### src/rtl/multicycle_control.sv
// Multicycle ARM-subset control FSM with optional memory wait states (MEM_WAIT).
// Define CONDEX_EN to enable conditional execution of Cond against the internal NZCV register.
module multicycle_control #(
    parameter int unsigned MEM_WAIT = 0
) (
    input  logic        clk,
    input  logic        rst,
    input  logic [31:0] Instr,
    input  logic [3:0]  ALUFlags,
    output logic        PCWrite,
    output logic        MemWrite,
    output logic        RegWrite,
    output logic        IRWrite,
    output logic        AdrSrc,
    output logic        ALUSrcA,
    output logic        FlagWrite,
    output logic [1:0]  ResultSrc,
    output logic [1:0]  ALUSrcB,
    output logic [1:0]  ImmSrc,
    output logic [1:0]  RegSrc,
    output logic [1:0]  ALUControl,
    output logic [3:0]  State
);

    typedef enum logic [3:0] {
        FETCH  = 4'd0,
        DECODE = 4'd1,
        MEMADR = 4'd2,
        MEMRD  = 4'd3,
        MEMWB  = 4'd4,
        MEMWR  = 4'd5,
        EXECR  = 4'd6,
        EXECI  = 4'd7,
        ALUWB  = 4'd8,
        BRANCH = 4'd9
    } state_t;

    state_t      state_q, state_d;
    logic [2:0]  wait_q, wait_d;
    logic [3:0]  nzcv_q, nzcv_d;

    logic [1:0]  op;
    logic [5:0]  funct;
    logic [3:0]  rd;
    logic        wait_done;
    logic        is_cmp;
    logic        cond_ok;
    logic [1:0]  alu_dec;
    logic        pcw_fetch, pcw_raw, rw_raw, mw_raw, fw_raw;

    assign op        = Instr[27:26];
    assign funct     = Instr[25:20];
    assign rd        = Instr[15:12];
    assign wait_done = (wait_q == 3'(MEM_WAIT));
    assign is_cmp    = (funct[4:1] == 4'b1010);

    logic unused_instr;
    assign unused_instr = ^{Instr[19:16], Instr[11:0]};

`ifdef CONDEX_EN
    logic n_f, z_f, c_f, v_f;
    assign {n_f, z_f, c_f, v_f} = nzcv_q;

    always_comb begin
        cond_ok = 1'b1;
        case (Instr[31:28])
            4'b0000: cond_ok = z_f;
            4'b0001: cond_ok = ~z_f;
            4'b0010: cond_ok = c_f;
            4'b0011: cond_ok = ~c_f;
            4'b0100: cond_ok = n_f;
            4'b0101: cond_ok = ~n_f;
            4'b0110: cond_ok = v_f;
            4'b0111: cond_ok = ~v_f;
            4'b1000: cond_ok = c_f & ~z_f;
            4'b1001: cond_ok = ~c_f | z_f;
            4'b1010: cond_ok = (n_f == v_f);
            4'b1011: cond_ok = (n_f != v_f);
            4'b1100: cond_ok = ~z_f & (n_f == v_f);
            4'b1101: cond_ok = z_f | (n_f != v_f);
            default: cond_ok = 1'b1;
        endcase
    end
`else
    logic unused_cond;
    assign unused_cond = ^Instr[31:28];
    assign cond_ok     = 1'b1;
`endif

    always_comb begin
        alu_dec = 2'b00;
        case (funct[4:1])
            4'b0100: alu_dec = 2'b00;
            4'b0010: alu_dec = 2'b01;
            4'b0000: alu_dec = 2'b10;
            4'b1100: alu_dec = 2'b11;
            4'b1010: alu_dec = 2'b01;
            default: alu_dec = 2'b00;
        endcase
    end

    always_comb begin
        ImmSrc = 2'b00;
        case (op)
            2'b01:   ImmSrc = 2'b01;
            2'b10:   ImmSrc = 2'b10;
            default: ImmSrc = 2'b00;
        endcase
    end

    assign RegSrc = {(op == 2'b01) & ~funct[0], (op == 2'b10)};

    always_comb begin
        state_d    = state_q;
        pcw_fetch  = 1'b0;
        pcw_raw    = 1'b0;
        rw_raw     = 1'b0;
        mw_raw     = 1'b0;
        fw_raw     = 1'b0;
        IRWrite    = 1'b0;
        AdrSrc     = 1'b0;
        ALUSrcA    = 1'b0;
        ResultSrc  = 2'b00;
        ALUSrcB    = 2'b00;
        ALUControl = 2'b00;
        case (state_q)
            FETCH: begin
                // Wait cycles idle the datapath; only the final cycle latches IR and advances PC.
                if (wait_done) begin
                    state_d   = DECODE;
                    pcw_fetch = 1'b1;
                    IRWrite   = 1'b1;
                    ALUSrcA   = 1'b1;
                    ALUSrcB   = 2'b10;
                    ResultSrc = 2'b10;
                end
            end
            DECODE: begin
                ALUSrcA   = 1'b1;
                ALUSrcB   = 2'b10;
                ResultSrc = 2'b10;
                case (op)
                    2'b01:   state_d = MEMADR;
                    2'b00:   state_d = funct[5] ? EXECI : EXECR;
                    2'b10:   state_d = BRANCH;
                    default: state_d = FETCH;
                endcase
            end
            MEMADR: begin
                ALUSrcB = 2'b01;
                state_d = funct[0] ? MEMRD : MEMWR;
            end
            MEMRD: begin
                AdrSrc = 1'b1;
                if (wait_done) state_d = MEMWB;
            end
            MEMWB: begin
                rw_raw    = 1'b1;
                ResultSrc = 2'b01;
                state_d   = FETCH;
            end
            MEMWR: begin
                AdrSrc  = 1'b1;
                mw_raw  = 1'b1;
                state_d = FETCH;
            end
            EXECR: begin
                ALUControl = alu_dec;
                state_d    = ALUWB;
            end
            EXECI: begin
                ALUSrcB    = 2'b01;
                ALUControl = alu_dec;
                state_d    = ALUWB;
            end
            ALUWB: begin
                rw_raw  = ~is_cmp;
                pcw_raw = ~is_cmp & (rd == 4'd15);
                fw_raw  = funct[0];
                state_d = FETCH;
            end
            BRANCH: begin
                ALUSrcB   = 2'b10;
                ResultSrc = 2'b10;
                pcw_raw   = 1'b1;
                state_d   = FETCH;
            end
            default: state_d = FETCH;
        endcase

        // A failed condition squashes architectural writes; the FSM path is unchanged.
        PCWrite   = pcw_fetch | (pcw_raw & cond_ok);
        RegWrite  = rw_raw & cond_ok;
        MemWrite  = mw_raw & cond_ok;
        FlagWrite = fw_raw & cond_ok;

        if (rst) begin
            PCWrite    = 1'b0;
            RegWrite   = 1'b0;
            MemWrite   = 1'b0;
            FlagWrite  = 1'b0;
            IRWrite    = 1'b0;
            AdrSrc     = 1'b0;
            ALUSrcA    = 1'b0;
            ResultSrc  = 2'b00;
            ALUSrcB    = 2'b00;
            ALUControl = 2'b00;
        end
    end

    assign wait_d = (state_d != state_q) ? 3'd0 : wait_q + 3'd1;
    assign nzcv_d = FlagWrite ? ALUFlags : nzcv_q;

    always_ff @(posedge clk) begin
        if (rst) begin
            state_q <= FETCH;
            wait_q  <= 3'd0;
            nzcv_q  <= 4'd0;
        end else begin
            state_q <= state_d;
            wait_q  <= wait_d;
            nzcv_q  <= nzcv_d;
        end
    end

    assign State = state_q;

endmodule

### config.mk
export PLATFORM = sky130hd
export DESIGN_NAME = multicycle_control
export DESIGN_NICKNAME = d
export VERILOG_FILES = /design/src/rtl/multicycle_control.sv
export SDC_FILE = /design/constraint.sdc
export NUM_CORES = 1
export LEC_CHECK = 0
export ABC_AREA = 1
export BUFFER_PORTS_ARGS = -buffer_cell sky130_fd_sc_hd__buf_2
export CAP_MARGIN = 20
export CORE_MARGIN = 4
export CORE_UTILIZATION = 40
export CTS_BUF_LIST = sky130_fd_sc_hd__clkbuf_2 sky130_fd_sc_hd__clkbuf_4 sky130_fd_sc_hd__clkbuf_8
export DETAILED_ROUTE_END_ITERATION = 6
export PLACE_DENSITY_LB_ADDON = 0.08
export SETUP_SLACK_MARGIN = 0.4
export SLEW_MARGIN = 20
export SYNTH_ARGS = -nofsm -noshare
export SYNTH_HDL_FRONTEND = slang
export SYNTH_SLANG_ARGS = --single-unit
### constraint.sdc
create_clock -name clk -period 3.2 [get_ports clk]
set_clock_uncertainty 0.1 [all_clocks]
set_input_delay 0.8 -clock clk [delete_from_list [all_inputs] [get_ports clk]]
set_output_delay 0.8 -clock clk [all_outputs]
set_load 0.01 [all_outputs]
==> qor.csv <==
stage,metric,value,unit
outcome,status,completed,
critical_path,Worst EP required,2300,ps
finish,Fill cells,175,
clock_network,clk sinks,7,
route,Final ANT Viol Nets,0,
placement,Post-DP HPWL,1370,um
clock_network,TritonCTS clock tree,done,
synth,share of the synthesized area in the top cell type,20.6,%
global_route,vias in the first global route,702,
sta,Tcrit/Tclk final,80.2,%
route,DRT iter0 DRCs,13,
critical_path,reg-to-reg setup timing slack,1760,ps
placement,Routability Congestion,0.776,
finish,multi-input logic area,434,sq um
sta,RSZ-0062 raised after global routing,false,
synth,Yosys top cell by area,dfxtp_1,
clock_network,cts repair resizes,0,
pwr,Power per Cell Area,653,nW/um^2
synth,synth warn,0,
finish,fraction of layout cells with a size suffix above 1,39.4,%
critical_path,FF-to-FF End,wait_q[1]$_SDFF_PP0_,
finish,"Core Util, Final",56.3,%
pwr,Static Leak,0.000501,uW
route,DRC viols,0,
sta,TNS Setup,0,ps
hold_path,hold depth,1,
pwr,overall power,572,uW
clock_network,post-CTS setup buffers,0,
finish,flip-flop and latch area,140,sq um
finish,synthesis-to-layout area growth,29.1,%
critical_path,r2r startpoint,wait_q[0]$_SDFF_PP0_,
global_route,gr usage total,14.6,%
synth,Synth Area per Inst,6.35,sq um
clock_network,Clock Tree Buf Depth,2,
finish,design area,877,sq um
global_route,grt ovf,0,
sta,final number of setup-violating endpoints,0,
critical_path,crit path kind,input port to primary output,
route,Routed WL per cell,10.3,um
synth,Post-synth top flop,dfxtp_1,
synth,top-count cell post-synth,inv_1,
placement,DP Area,847,sq um
pwr,peak supply drop,291,uV
clock_network,clk root buf,clkbuf_4,
synth,Seq cells post-synth,7,
die,Ports,59,
critical_path,"Max FO, Critical Path",11,
synth,synth top area cells,"dfxtp_1 (21%), inv_1 (12%), nor2_1 (8.8%), nand2_1 (8.3%), a21oi_1 (5.2%)",
synth,cell count after synthesis,107,
sta,Slew @ Worst Pin,379,ps
finish,# diodes,0,
sta,PnR worst setup slack,632,ps
die,Die X,49.2,um
sta,Final Critical Period,2570,ps
critical_path,Worst EP arrival,1670,ps
route,total vias in the final route,751,
die,core footprint,1560,sq um
critical_path,Reg2Reg Depth,7,
die,die height,49.2,um
placement,port buffer count,34,
clock_network,CTS Hold Bufs,0,
hold_path,Hold Crit Start,wait_q[0]$_SDFF_PP0_,
route,WL final,1630,um
synth,Unique masters post-synth,26,
finish,Total Nets Final,183,
die,starting density of the core,43.6,%
clock_network,Worst-path clk slew,50,ps
critical_path,Worst setup EP type,primary output,
global_route,antenna violations before repair,0,
sta,final hold violation count,0,
hold_path,Worst Hold Endpoint,wait_q[0]$_SDFF_PP0_,
clock_network,Num CTS Buffers,3,
job,Max-cap violations,0,
synth,sequential-to-total area share from yosys stat,20.6,%
route,Via density,4.75,
global_route,global-route wire length before repair,2860,um
hold_path,worst hold path class,flop to flop,
global_route,largest net degree at the start of global routing,12,
die,die area,2420,sq um
sta,"Slew Viols, Final",0,
sta,Peak Freq,389,MHz
critical_path,Startpoint Class,input port,
clock_network,worst skew pair latency,250,ps
die,floorplan row count,14,
placement,pre-CTS setup slack,620,ps
synth,Post-synth EDFFs,0,
synth,Post-Syn Nets,147,
synth,Post-synth top cells,"inv_1 (21), nor2_1 (16), nand2_1 (15), a21oi_1 (7), dfxtp_1 (7)",
clock_network,H-tree Lvls,1,
route,drt first pass iters,4,
sta,Max-slew headroom,74.7,%
synth,post-synth design cell area,679,sq um
synth,asr flop ratio synth,0,%
critical path: stages:
cell and delay, ps:
buf_2 170, inv_1 180, nand3_1 130, a2111oi_2 210
buf_2 180
per-stage QoR:
stage                     hold WS, ps  instances
after floorplan                   335        107
after global placement            353        154
after detailed placement          359        154
after CTS                         367        158
after global routing              394        158
final                             364        158
routing by layer:
metal	routed length [um]	part of all wire [%]	track usage, %
met1	770	47	18.0
met2	716	44	24.1
met3	127	7.8	5.50
met4	14	0.86	2.84
met5	0	0	0
power by group:
part / leakage (uW) / total (uW) / switching, uW / internal [uW]
clock network: 0.0000184 / 88.9 / 32.9 / 56.1
logic: 0.000426 / 344 / 219 / 125
registers: 0.0000571 / 139 / 31.1 / 108
cells by family after synthesis:
kind of cell	synth area share (%)
and+or+nand+nor	44.8
buffers and inverters	15.5
AOI/OAI and AO/OA	14.2
DFF	20.6
adders and majority gates	3.68
xor gates and xnor gates	1.29
area by class of cell:
type / count / area share [%]
Sequential cell: 7 / 16.0
Multi-Input combinational cell: 75 / 49.5
Timing Repair Buffer: 34 / 19.4
Clock buffer: 4 / 3.42
Inverter: 22 / 9.42
Tap cell: 16 / 2.28
how the worst max path moves through the flow:
stage,from,endpoint,slack (ps),depth (start not counted)
4_1_cts,Instr[24],ALUControl[1],620,4
3_5_place_dp,Instr[24],ALUControl[1],620,4
2_1_floorplan,Instr[24],ALUControl[1],810,2
5_1_grt,rst,ALUControl[1],510,5
6_report,rst,ALUControl[1],630,5
3_3_place_gp,rst,ALUControl[1],630,5
state kept, by name, indices dropped and copies added (netlist names):
| signal | flops |
|---|---|
| State | 4 |
| wait_q | 3 |
cells in the final DEF, fill, tap and decap left out, types with 2 or more instances in the layout:
| cell | count |
|---|---|
| a21oi_1 | 7 |
| buf_2 | 34 |
| clkbuf_4 | 4 |
| dfxtp_1 | 7 |
| ha_1 | 2 |
| inv_1 | 21 |
| nand2_1 | 15 |
| nand2_4 | 2 |
| nand3_1 | 4 |
| nand3_2 | 2 |
| nor2_1 | 16 |
| nor2_2 | 5 |
| nor2_4 | 2 |
| nor3_1 | 3 |
| nor3_2 | 3 |
| o21ai_0 | 4 |
| o22ai_1 | 3 |
Power figures use the tool's default switching activity.
